==> config.mk <==
export PLATFORM = sky130hd
export DESIGN_NAME = puf_resp_readout
export DESIGN_NICKNAME = d
export VERILOG_FILES = /design/src/rtl/puf_resp_readout.sv
export SDC_FILE = /design/constraint.sdc
export NUM_CORES = 1
export LEC_CHECK = 0
export ABC_AREA = 1
export CORE_MARGIN = 2
export CORE_UTILIZATION = 40
export DETAILED_ROUTE_END_ITERATION = 10
export GPL_TIMING_DRIVEN = 1
export PLACE_DENSITY = 0.74
export SLEW_MARGIN = 20
export SYNTH_ARGS = -nofsm -noshare
export SYNTH_HDL_FRONTEND = slang
export SYNTH_SLANG_ARGS = --single-unit
==> constraint.sdc <==
create_clock -name CLK -period 3.9 [get_ports CLK]
set_input_delay 0.39 -clock CLK [delete_from_list [all_inputs] [get_ports CLK]]
set_output_delay 0.39 -clock CLK [all_outputs]
set_load 0.05 [all_outputs]
==> src/rtl/puf_resp_readout.sv <==
// PUF response readout: captures a 128-bit XOR-PUF response, counts its Hamming
// weight one byte per cycle, then serves it LSB byte first to the SPI slave.
//
// state    | meaning
// ST_IDLE  | waiting for a DONE_IN rising edge to capture a response
// ST_COUNT | 16 cycles accumulating the popcount of one buffer byte each
// ST_READY | response counted; serving byte reads until all 16 are taken
module puf_resp_readout (
   input  logic         CLK,
   input  logic         RESET,
   input  logic         DONE_IN,
   input  logic [127:0] PUF_IN,
   input  logic         RD_REQ,
   input  logic         RD_RESTART,
   output logic [7:0]   RD_DATA,
   output logic         RD_VALID,
   output logic         RESP_READY,
   output logic [7:0]   HW_COUNT,
   output logic         OVERRUN
);

   localparam logic [1:0] ST_IDLE  = 2'd0;
   localparam logic [1:0] ST_COUNT = 2'd1;
   localparam logic [1:0] ST_READY = 2'd2;

   logic [1:0]   state_q, state_d;
   logic         done_q, done_d;
   logic [127:0] buf_q, buf_d;
   logic [7:0]   acc_q, acc_d;
   logic [3:0]   idx_q, idx_d;
   logic [3:0]   ptr_q, ptr_d;
   logic [7:0]   rd_data_q, rd_data_d;
   logic         rd_valid_q, rd_valid_d;
   logic         resp_ready_q, resp_ready_d;
   logic [7:0]   hw_count_q, hw_count_d;
   logic         overrun_q, overrun_d;

   logic         done_rise;
   logic [7:0]   cnt_byte;
   logic [7:0]   rd_byte;

   function automatic logic [3:0] popcnt8(input logic [7:0] b);
      logic [3:0] n;
      n = 4'd0;
      for (int i = 0; i < 8; i++) begin
         n = n + {3'd0, b[i]};
      end
      return n;
   endfunction

   always_comb begin
      state_d      = state_q;
      done_d       = DONE_IN;
      buf_d        = buf_q;
      acc_d        = acc_q;
      idx_d        = idx_q;
      ptr_d        = ptr_q;
      rd_data_d    = rd_data_q;
      rd_valid_d   = 1'b0;
      resp_ready_d = resp_ready_q;
      hw_count_d   = hw_count_q;
      overrun_d    = overrun_q;

      done_rise = DONE_IN & ~done_q;
      cnt_byte  = buf_q[{idx_q, 3'b000} +: 8];
      rd_byte   = buf_q[{ptr_q, 3'b000} +: 8];

      case (state_q)
         ST_IDLE: begin
            if (done_rise) begin
               buf_d   = PUF_IN;
               acc_d   = 8'd0;
               idx_d   = 4'd0;
               state_d = ST_COUNT;
            end
         end
         ST_COUNT: begin
            if (done_rise) overrun_d = 1'b1;
            acc_d = acc_q + {4'd0, popcnt8(cnt_byte)};
            idx_d = idx_q + 4'd1;
            if (idx_q == 4'd15) begin
               hw_count_d   = acc_d;
               resp_ready_d = 1'b1;
               ptr_d        = 4'd0;
               state_d      = ST_READY;
            end
         end
         ST_READY: begin
            if (done_rise) overrun_d = 1'b1;
            if (RD_REQ) begin
               rd_valid_d = 1'b1;
               // Restart with a read returns byte 0 and continues from byte 1.
               if (RD_RESTART) begin
                  rd_data_d = buf_q[7:0];
                  ptr_d     = 4'd1;
               end else begin
                  rd_data_d = rd_byte;
                  if (ptr_q == 4'd15) begin
                     resp_ready_d = 1'b0;
                     state_d      = ST_IDLE;
                  end else begin
                     ptr_d = ptr_q + 4'd1;
                  end
               end
            end else if (RD_RESTART) begin
               ptr_d = 4'd0;
            end
         end
         default: state_d = ST_IDLE;
      endcase
   end

   // done_q resets high so a DONE_IN level held through reset is not an edge.
   always_ff @(posedge CLK) begin
      if (RESET) begin
         state_q      <= ST_IDLE;
         done_q       <= 1'b1;
         buf_q        <= '0;
         acc_q        <= '0;
         idx_q        <= '0;
         ptr_q        <= '0;
         rd_data_q    <= '0;
         rd_valid_q   <= 1'b0;
         resp_ready_q <= 1'b0;
         hw_count_q   <= '0;
         overrun_q    <= 1'b0;
      end else begin
         state_q      <= state_d;
         done_q       <= done_d;
         buf_q        <= buf_d;
         acc_q        <= acc_d;
         idx_q        <= idx_d;
         ptr_q        <= ptr_d;
         rd_data_q    <= rd_data_d;
         rd_valid_q   <= rd_valid_d;
         resp_ready_q <= resp_ready_d;
         hw_count_q   <= hw_count_d;
         overrun_q    <= overrun_d;
      end
   end

   assign RD_DATA    = rd_data_q;
   assign RD_VALID   = rd_valid_q;
   assign RESP_READY = resp_ready_q;
   assign HW_COUNT   = hw_count_q;
   assign OVERRUN    = overrun_q;

endmodule

# After elaboration in Yosys (flattened, before gate mapping)
# Cells that the tools add are included.
dict set report totals {
  ramBits 0
  output_inout_bits 19
  register_bits 166
  input_bits 133
  n_memories 0
  latchBits 0
  word_cells 73
  mem_bits_ro 0
}
dict set report op_classes {
  add_sub_neg 10
  shifts 2
  n_eq_ne 11
  div 0
  mul 0
  order_cmp 0
  reduce_logical 13
  bitwise 3
  muxes 23
}
# cell n
set ops {}
lappend ops {{variable part select 128 x 8 -> 8 bit} 2}
lappend ops {{2-to-1 mux 4 bit} 6}
lappend ops {{adder 4 x 1 -> 4 bit} 4}
lappend ops {{2-to-1 mux 8 bit} 2}
lappend ops {{one-hot mux 4 bit (2 select lines)} 2}
lappend ops {{one-hot mux 8 bit (2 select lines)} 1}
lappend ops {{2-to-1 mux 2 bit} 5}
lappend ops {{!= test 2 bit, second input constant} 5}
lappend ops {{AND reduction 2 bit} 5}
lappend ops {{AND reduction 5 bit} 2}
lappend ops {{adder 4 x 1 -> 4 bit, second input constant} 2}
lappend ops {{adder 8 x 4 -> 8 bit} 1}
lappend ops {{== test 4 bit, second input constant} 2}
lappend ops {{!= test 3 bit, second input constant} 2}
lappend ops {{one-hot mux 2 bit (3 select lines)} 1}
lappend ops {{2-to-1 mux 1 bit} 5}
lappend ops {{adder 3 x 1 -> 4 bit} 1}
lappend ops {{AND reduction 4 bit} 1}
lappend ops {{nonzero test 2 bit} 2}
lappend ops {{OR reduction 2 bit} 2}
lappend ops {{adder 2 x 1 -> 3 bit} 1}
lappend ops {{adder 1 x 1 -> 2 bit} 1}
lappend ops {{== test 2 x 1 -> 1 bit, second input constant} 1}
lappend ops {{== test 2 bit, second input constant} 1}
lappend ops {{other kinds (4)} 5}

# Depth between registers and ports, before layout
# Gate-level depths: netlist of run 1.
dict set report depth {
  word_depth 10
  depth_mapped 25
  mapped_depth_nobuf 23
}

# Least setup slack after synthesis of run 1
# OpenSTA, ideal clock, no wires.
dict set report synth_path {
  kind {reg2reg}
  from {register idx_q[0]}
  to {register hw_count_q[6] (netlist: HW_COUNT[6])}
  n_path_buf 2
  t_required_ns 3.785
  period_less_slack_ns 4.003
  setup_slack_ns -0.103
  stages_incl_launch_ff 23
  setup_time_ns 0.115
  arrival_ns 3.888
  path_cell_list {dfxtp_1 > buf_2 > buf_4 > a21oi_1 > o21ai_0 > nand3_1 > nand3_1 > nand2_1 > inv_1 > fa_1 > inv_1 > fa_1 > inv_1 > fa_1 > fa_1 > inv_1 > fa_1 > nand3_1 > nand3_1 > nand3_1 > xnor2_1 > o21ai_0 > inv_1}
}
dict set report synth_between {
  elab_chain_len 9
  elab_cells_between_ends 11
  cone_classes {add/sub (8); eq/ne (1); shift (1); reduce/logical (1)}
}
# item line
set synth_rtl {}
lappend synth_rtl {{start: declaration} 30} ;# logic [3:0] idx_q, idx_d;
lappend synth_rtl {{start signal: assignment} 132} ;# idx_q <= idx_d;
lappend synth_rtl {{variable part select 128 x 8 -> 8 bit} 65} ;# cnt_byte = buf_q[{idx_q, 3'b000} +: 8];
lappend synth_rtl {{adder 1 x 1 -> 2 bit} 46} ;# n = n + {3'd0, b[i]};
lappend synth_rtl {{adder 2 x 1 -> 3 bit} 46}
lappend synth_rtl {{adder 3 x 1 -> 4 bit} 46}
lappend synth_rtl {{adder 4 x 1 -> 4 bit (4 in series)} 46}
lappend synth_rtl {{adder 8 x 4 -> 8 bit} 79} ;# acc_d = acc_q + {4'd0, popcnt8(cnt_byte)};
lappend synth_rtl {{end signal: assignment} 137} ;# hw_count_q <= hw_count_d;
lappend synth_rtl {{end: declaration} 35} ;# logic [7:0] hw_count_q, hw_count_d;
# Several ways; a longest one is shown, not always the timed one.
# A chain may end at the register's enable or synchronous reset.

# Worst setup path in the final report of run 1
dict set report layout_path {
  from {register idx_q[0]}
  to {register acc_q[2]}
}
dict set report layout_between {
  elab_chain_len 10
}
# item line
set layout_rtl {}
lappend layout_rtl {{variable part select 128 x 8 -> 8 bit (*)} 65}
lappend layout_rtl {{adder 1 x 1 -> 2 bit} 46}
lappend layout_rtl {{adder 2 x 1 -> 3 bit} 46}
lappend layout_rtl {{adder 3 x 1 -> 4 bit} 46}
lappend layout_rtl {{adder 4 x 1 -> 4 bit (3 in series)} 46}
lappend layout_rtl {{adder 4 x 1 -> 4 bit (*)} 46}
lappend layout_rtl {{adder 8 x 4 -> 8 bit (*)} 79}
lappend layout_rtl {{one-hot mux 8 bit (2 select lines) (*)} 68} ;# case (state_q)
lappend layout_rtl {{end signal: assignment} 119} ;# acc_q <= '0;
lappend layout_rtl {{end signal: assignment} 131} ;# acc_q <= acc_d;
lappend layout_rtl {{end: declaration} 29} ;# logic [7:0] acc_q, acc_d;
# Mark *: on every way between the ends. The rest lies on a longest branch, timed or not.

==> metrics.md, run 1 <==
| Metric | Value |
|---|---|
| Pre-CTS WS | `-76.6 ps` |
| Library cells used by synthesis | `33` |
| Clock share of power | `27.2%` |
| Logic pwr share | `37.6%` |
| Gr ovfl total | `0` |
| Crit path buf inv count | `7` |
| Unrepaired setup endpoints after global routing | `true` |
| Fin crit share | `103%` |
| Ys flop type | `dfxtp_1` |
| P_int | `3.46 mW` |
| Worst clock skew | `12.8 ps` |
| First-pass DRT Iterations | `5` |
| DP HPWL | `21,000 um` |
| Reported net switching power | `2.25 mW` |
| Register area | `3330 um^2` |
| CP Capture Type | `flip-flop` |
| Top post-synthesis cells by area | `dfxtp_1, nand2_1, a21oi_1, nand3_1, o21ai_0` |
| GPL Wtd Cong | `0.994` |
| Post-Syn Instances | `1,334` |
| Final nets | `1,615` |
| Tmin final | `4010 ps` |
| Post-synth top cells | `nand2_1, a21oi_1, dfxtp_1` |
| Post-synth top area cell | `dfxtp_1` |
| Clock sinks | `166` |
| Area share of the largest cell type after synthesis | `38.1%` |
| Slowest-stage cell, CP | `fa_1` |
| EDFF count, synth | `0` |
| Dpl cell area | `10,600 um^2` |
| Peak supply drop | `0.297 mV` |
| Num CTS Buffers | `17` |
| I/O Pins | `152` |
| DP Cell Count | `1,722` |
| Avg Cell Area, Syn | `6.55 um^2` |
| Die Ht | `152 um` |
| Pin count of the biggest net entering global routing | `83` |
| Clock Tree Root | `clkbuf_16` |
| Actual slew at the worst max-slew pin | `963 ps` |
| Net count after synthesis | `1,483` |
| Final worst slack | `-113 ps` |
| Most frequent cell after synthesis | `nand2_1` |
| Sw Share | `39.4%` |
| Final Instance Area | `11,300 um^2` |
| Non-Filler Instances | `1,759` |
| Top cell family by delay on the critical path | `adder cells` |
| Vias post-DR | `9,391` |
| Endpoints failing hold | `0` |
| Placeable Area | `21,600 um^2` |
| Number of global-route vias before repair | `8,840` |
| FMAX | `0.249 GHz` |
| Clock transition at path regs | `70 ps` |
| Max-cap viol count | `0` |
| Initial antenna violation count | `1` |
| Layout cells sized above 1 | `8.86%` |
| Die Footprint | `23,000 um^2` |
| DR WL/cell | `16.8 um` |
| Tot GR Track Use | `25.6%` |
| Asr flop ratio synth | `0%` |
| Outcome | `finished, violations left` |
| Endpoints failing setup | `6` |
| TritonCTS clock tree | `built` |
| Crit-path cells | `buf_4 -> a21oi_1 -> o21ai_0 -> nand3_1 -> nand3_1 -> nand2_2 -> inv_2 -> fa_1 -> inv_1 -> fa_1 -> inv_2 -> fa_1 -> fa_2 -> inv_2 -> fa_2 -> buf_4 -> buf_6 -> xor2_2 -> nand2_1 -> a21oi_1` |
| Final Max Slew Viols | `0` |
| Cell Pwr Density | `506 nW/um^2` |
| # DRC | `0` |
| Port-buffer cells | `151` |
| Antenna diodes | `0` |
| Initial Utilization | `40.4%` |
| Std cell rows | `54` |
| Fill count | `2,162` |
| Post-Syn Area | `8730 um^2` |
| First-pass GRT wire length | `45,300 um` |
| WHS | `463 ps` |
| WP data arrival | `4380 ps` |
| Area of the multi-input gates | `4590 um^2` |
| Synthesis Warnings | `0` |
| Area delta synth->final | `29.2%` |
| Rel. slew slack | `35.8%` |
| P_leak | `4.21 nW` |
| Hold Crit Class | `flip-flop to flip-flop` |
| DRT Wirelength | `29,500 um` |
| Max incr delay on CP | `550 ps` |
| Yosys reg bits | `166` |
| Clock buffer depth | `2` |
| Crit Path Max Fanout | `7` |
| Power, Total | `5.71 mW` |
| DRT iter0 DRCs | `770` |
| WS Path Type | `flip-flop to flip-flop` |
| Antenna-violating nets left | `0` |
| Critical path required time | `4270 ps` |
| Part of the power in registers | `35.2%` |
| Clk Latency, worst-skew pair | `440 ps` |
| Vias/cell | `5.34` |
| Sequential-to-total area share from yosys stat | `38.1%` |
| H-tree lvl count | `4` |
| Failing checks | `negative setup slack` |
| Crit start category | `flip-flop` |
| Chip Width | `152 um` |
-- worst min-delay path, cell delays in order, from the launching register on --
cell,delay [ps]
dfxtp_1,310
nand2_1,60
a21oi_1,50
-- through the flow --
step,TNS (ps),util (%)
finish,-426,52.2
global route,-2680,52.2
CTS,-107,51.7
detailed placement,-150,49.0
global placement,-83.5,49.0
floorplan,0,-
-- sequential cells by signal, indices dropped and copies added (netlist names) --
register and count:
HW_COUNT 8, OVERRUN 1, RD_DATA 8, RD_VALID 1, RESP_READY 1, acc_q 8, buf_q 128, done_q 1
idx_q 4, ptr_q 4, state_q 2
-- power by group through the flow --
stage | clock network [mW] | registers [mW] | logic (mW)
2_1_floorplan | 0 | 2.00 | 1.40
3_3_place_gp | 0 | 2.03 | 2.04
3_5_place_dp | 0 | 2.04 | 2.06
4_1_cts | 1.57 | 2.00 | 2.09
5_1_grt | 1.64 | 2.03 | 2.35
6_report | 1.55 | 2.01 | 2.14
-- cell usage in the layout (no fill, tap or decap), types with 2 or more instances in the layout --
cell,count
a21oi_1,220
a21oi_2,7
buf_12,2
buf_4,53
buf_6,4
clkbuf_1,2
clkbuf_16,18
clkbuf_8,2
clkdlybuf4s50_1,150
clkinv_1,2
clkinv_2,4
clkinv_4,3
clkinvlp_4,5
dfxtp_1,163
dfxtp_2,2
fa_1,3
fa_2,2
ha_1,11
inv_1,101
inv_2,8
inv_4,2
nand2_1,365
nand2_2,3
nand3_1,142
nand3_2,4
nand4_1,3
nor2_1,22
nor3_1,3
o21ai_0,132
o21ai_1,20
xor2_1,2
xor2_2,2
-- kinds of logic after synthesis --
family	count (synthesis)	share of synthesized area (%)
buffers and inverters	214	10.4
flip-flops	166	38.1
AO/OA/AOI/OAI	384	22.2
XOR/XNOR	5	0.501
adder cells (fa/ha/maj)	16	2.72
AND/OR/NAND/NOR	549	26.2
-- routing by layer --
layer / vias up / wire [um] / global-route usage [%] / part of all wire, %
met5: - / 0 / 0 / 0
met2: 386 / 14000 / 43.4 / 47
li1: 4657 / - / - / -
met3: 58 / 2250 / 4.49 / 7.6
met1: 4290 / 12400 / 32.7 / 42
met4: 0 / 871 / 9.21 / 3.0
-- timing repair --
| action | 4_1_cts | 5_1_grt |
|---|---|---|
| cloned | 0 | 1 |
| hold buffers | 0 | 0 |
| gates resized for setup | 13 | 25 |
| buffers inserted | 2 | 3 |
| setup endpoints to repair | 5 | 14 |
| pin swaps | 9 | 10 |
-- worst paths after layout --
path | end | startpoint | cells past startpoint | slack [ps]
max | acc_q[2] | idx_q[0] | 20 | -110
min | RESP_READY | RESP_READY | 2 | 460
max reg2reg | acc_q[2] | idx_q[0] | 20 | -110
min reg2reg | RESP_READY | RESP_READY | 2 | 460
-- final cells by class --
cell class | instances | area share [%]
multi-input cells | 954 | 40.7
repair buffers | 212 | 18.0
clock inverters | 11 | 0.699
inverters | 115 | 3.93
flip-flops and latches | 166 | 29.5
clock buffers | 21 | 4.08
well taps | 280 | 3.10
Note: power is estimated with default switching activity, not from simulation.
==> run 2: changes to the inputs <==
- CORE_MARGIN: 2 -> unset
- MAX_ROUTING_LAYER: unset -> met4
- SLEW_MARGIN: 20 -> 10
==> run 2 against run 1 <==
Effect of this change: non-clock buffer count is 8 lower; die area is 2.6% lower; the run still ends with negative setup slack left; clock skew is 0.85 ps lower; sequential share of layout area is 0.11 points lower; highest routed layer unchanged.
==> metrics.md, run 2 (synthesis results as in run 1) <==
| Metric | Value |
|---|---|
| Outcome | `finished, violations left` |
| Failing checks | `negative setup slack` |
| Antenna diodes | `0` |
| Final worst slack | `-86.1 ps` |
| Critical path launch point | `idx_q[0]` |
| CP Capture Type | `flip-flop` |
| Commonest non-fill, non-tap cell in the layout | `nand2_1` |
| Fin crit share | `102%` |
| Final Max Slew Viols | `0` |
| Actual slew at the worst max-slew pin | `1220 ps` |
| Clock Tree Root | `clkbuf_16` |
| DP HPWL | `20,500 um` |
| Area delta synth->final | `29.6%` |
| FMAX | `0.251 GHz` |
| Placeable Area | `21,200 um^2` |
| Die Footprint | `22,400 um^2` |
| I/O Pins | `152` |
| Initial Utilization | `41.2%` |
| Crit path buf inv count | `8` |
| CP endpoint | `acc_q[2]` |
| Crit-path cells | `inv_6 -> clkbuf_16 -> a21oi_2 -> o21ai_0 -> nand3_1 -> nand3_1 -> nand2_1 -> inv_1 -> fa_1 -> inv_1 -> fa_1 -> inv_1 -> fa_1 -> fa_2 -> inv_2 -> fa_2 -> buf_4 -> buf_4 -> xor2_2 -> nand2_1 -> a21oi_2` |
| Hold path depth | `2` |
| Final core occ | `53.3%` |
| DRT Wirelength | `29,400 um` |
| Peak supply drop | `0.321 mV` |
| Number of global-route vias before repair | `8,892` |
| Max-cap viol count | `0` |
| H-tree lvl count | `4` |
| Chip Width | `150 um` |
| Commonest non-fill, non-tap cells in the layout | `nand2_1, a21oi_1, dfxtp_1` |
| Final nets | `1,607` |
| Largest register by flop count | `buf_q` |
| Top cell family by delay on the critical path | `adder cells` |
| Clock buffer depth | `2` |
| Antenna-violating nets left | `0` |
| Vias/cell | `5.37` |
| Clock transition at path regs | `60 ps` |
| Pin count of the biggest net entering global routing | `162` |
| P_leak | `4.21 nW` |
| Initial antenna violation count | `0` |
| Pre-CTS WS | `-144 ps` |
| R2r startpoint | `idx_q[0]` |
| First-pass GRT wire length | `46,200 um` |
| Crit start category | `flip-flop` |
| Gr ovfl total | `0` |
| Levels on crit path | `21` |
| Endpoints failing hold | `0` |
| # DRC | `0` |
| Clock sinks | `166` |
| Std cell rows | `53` |
| WS Path Type | `flip-flop to flip-flop` |
| Die Ht | `150 um` |
| Tot GR Track Use | `27.6%` |
| WP data arrival | `4260 ps` |
| Cell Pwr Density | `517 nW/um^2` |
| Endpoints failing setup | `8` |
| R2R cell count | `21` |
| Max incr delay on CP | `510 ps` |
| Max FFs per register | `128` |
| Vias post-DR | `9,379` |
| Fill count | `2,055` |
| Num CTS Buffers | `17` |
| Unrepaired setup endpoints after global routing | `true` |
| Layout cells sized above 1 | `8.43%` |
| Worst clock skew | `11.9 ps` |
| First-pass DRT Iterations | `6` |
| TritonCTS clock tree | `built` |
| Clk Latency, worst-skew pair | `430 ps` |
| Hold Crit Class | `flip-flop to flip-flop` |
| DRT iter0 DRCs | `795` |
| Critical path required time | `4180 ps` |
| DR WL/cell | `16.8 um` |
| CTS hold repair buffers | `0` |
| Worst r2r dst | `acc_q[2]` |
| GPL Wtd Cong | `0.962` |
| Tmin final | `3990 ps` |
| Port-buffer cells | `151` |
| Rel. slew slack | `18.6%` |
| Crit Path Max Fanout | `4` |
| Slowest-stage cell, CP | `fa_1` |
| Reg-to-reg slack, setup | `-90 ps` |
-- run 2: changes by cell type in the layout (fill, tap and decap cells not counted), moves of 3 or more --
cell | before | now
o21ai_1 | 20 | 24
buf_12 | 2 | 5
o21ai_0 | 132 | 128
buf_4 | 53 | 43
a21oi_1 | 220 | 217
a21oi_2 | 7 | 10
-- run 2: layout make-up --
class	instances	area, um^2	area share (%)
Inverter	115	437	3.86
Clock buffer	21	460	4.07
Clock inverter	11	125	1.11
Tap cell	275	344	3.04
Multi-Input combinational cell	954	4610	40.7
Timing Repair Buffer	204	2020	17.8
Sequential cell	166	3330	29.4
-- run 2: per-stage QoR --
stage          cell area, um^2  hold slack [ps]  std cells  TNS (ps)  total power, mW
6_report                 11300              460       1746      -342             5.85
5_1_grt                  11300              483       1746     -3120             6.16
4_1_cts                  11200              465       1744      -140             5.81
3_5_place_dp             10500              445       1707      -460             4.08
3_3_place_gp             10500              443       1707      -148             4.05
2_1_floorplan             8760              439       1334         0             3.40
-- run 2: tightest hold or removal path, cell delays in order, from the launching register on --
cell and delay [ps]:
dfxtp_1 310, nand2_1 60, a21oi_1 50
-- run 2: power by group --
group | switching (mW) | internal (mW) | leakage, nW
Sequential | 0.160 | 1.85 | 1.35
Combinational | 1.38 | 0.764 | 2.59
Clock | 0.719 | 0.978 | 0.272
Total | 2.25 | 3.60 | 4.21
-- run 2: routing by layer --
metal / track usage [%] / part of all wire, %
met1: 34.8 / 43
met2: 43.3 / 46
met3: 5.52 / 8.0
met4: 10.5 / 3.2
met5: - / 0
-- run 2: how the worst min path moves through the flow --
stage,start,to,slack (ps)
floorplan,buf_q[11],buf_q[11],440
finish,RESP_READY,RESP_READY,460
detailed placement,OVERRUN,OVERRUN,440
CTS,RD_DATA[3],RD_DATA[3],460
global placement,OVERRUN,OVERRUN,440
global route,RESP_READY,RESP_READY,480
-- run 2: timing repair --
item                                    4_1_cts  5_1_grt
resized for setup                            25       16
setup buffers                                 4        1
gates cloned                                  1        1
endpoints found under the setup margin        6       14
pin swaps                                     6        8
==> run 3: changes to the inputs <==
- HOLD_SLACK_MARGIN: unset -> 0.05
==> results of run 3 <==
Same layout as run 2: the final DEF is identical, and so are final timing and power.
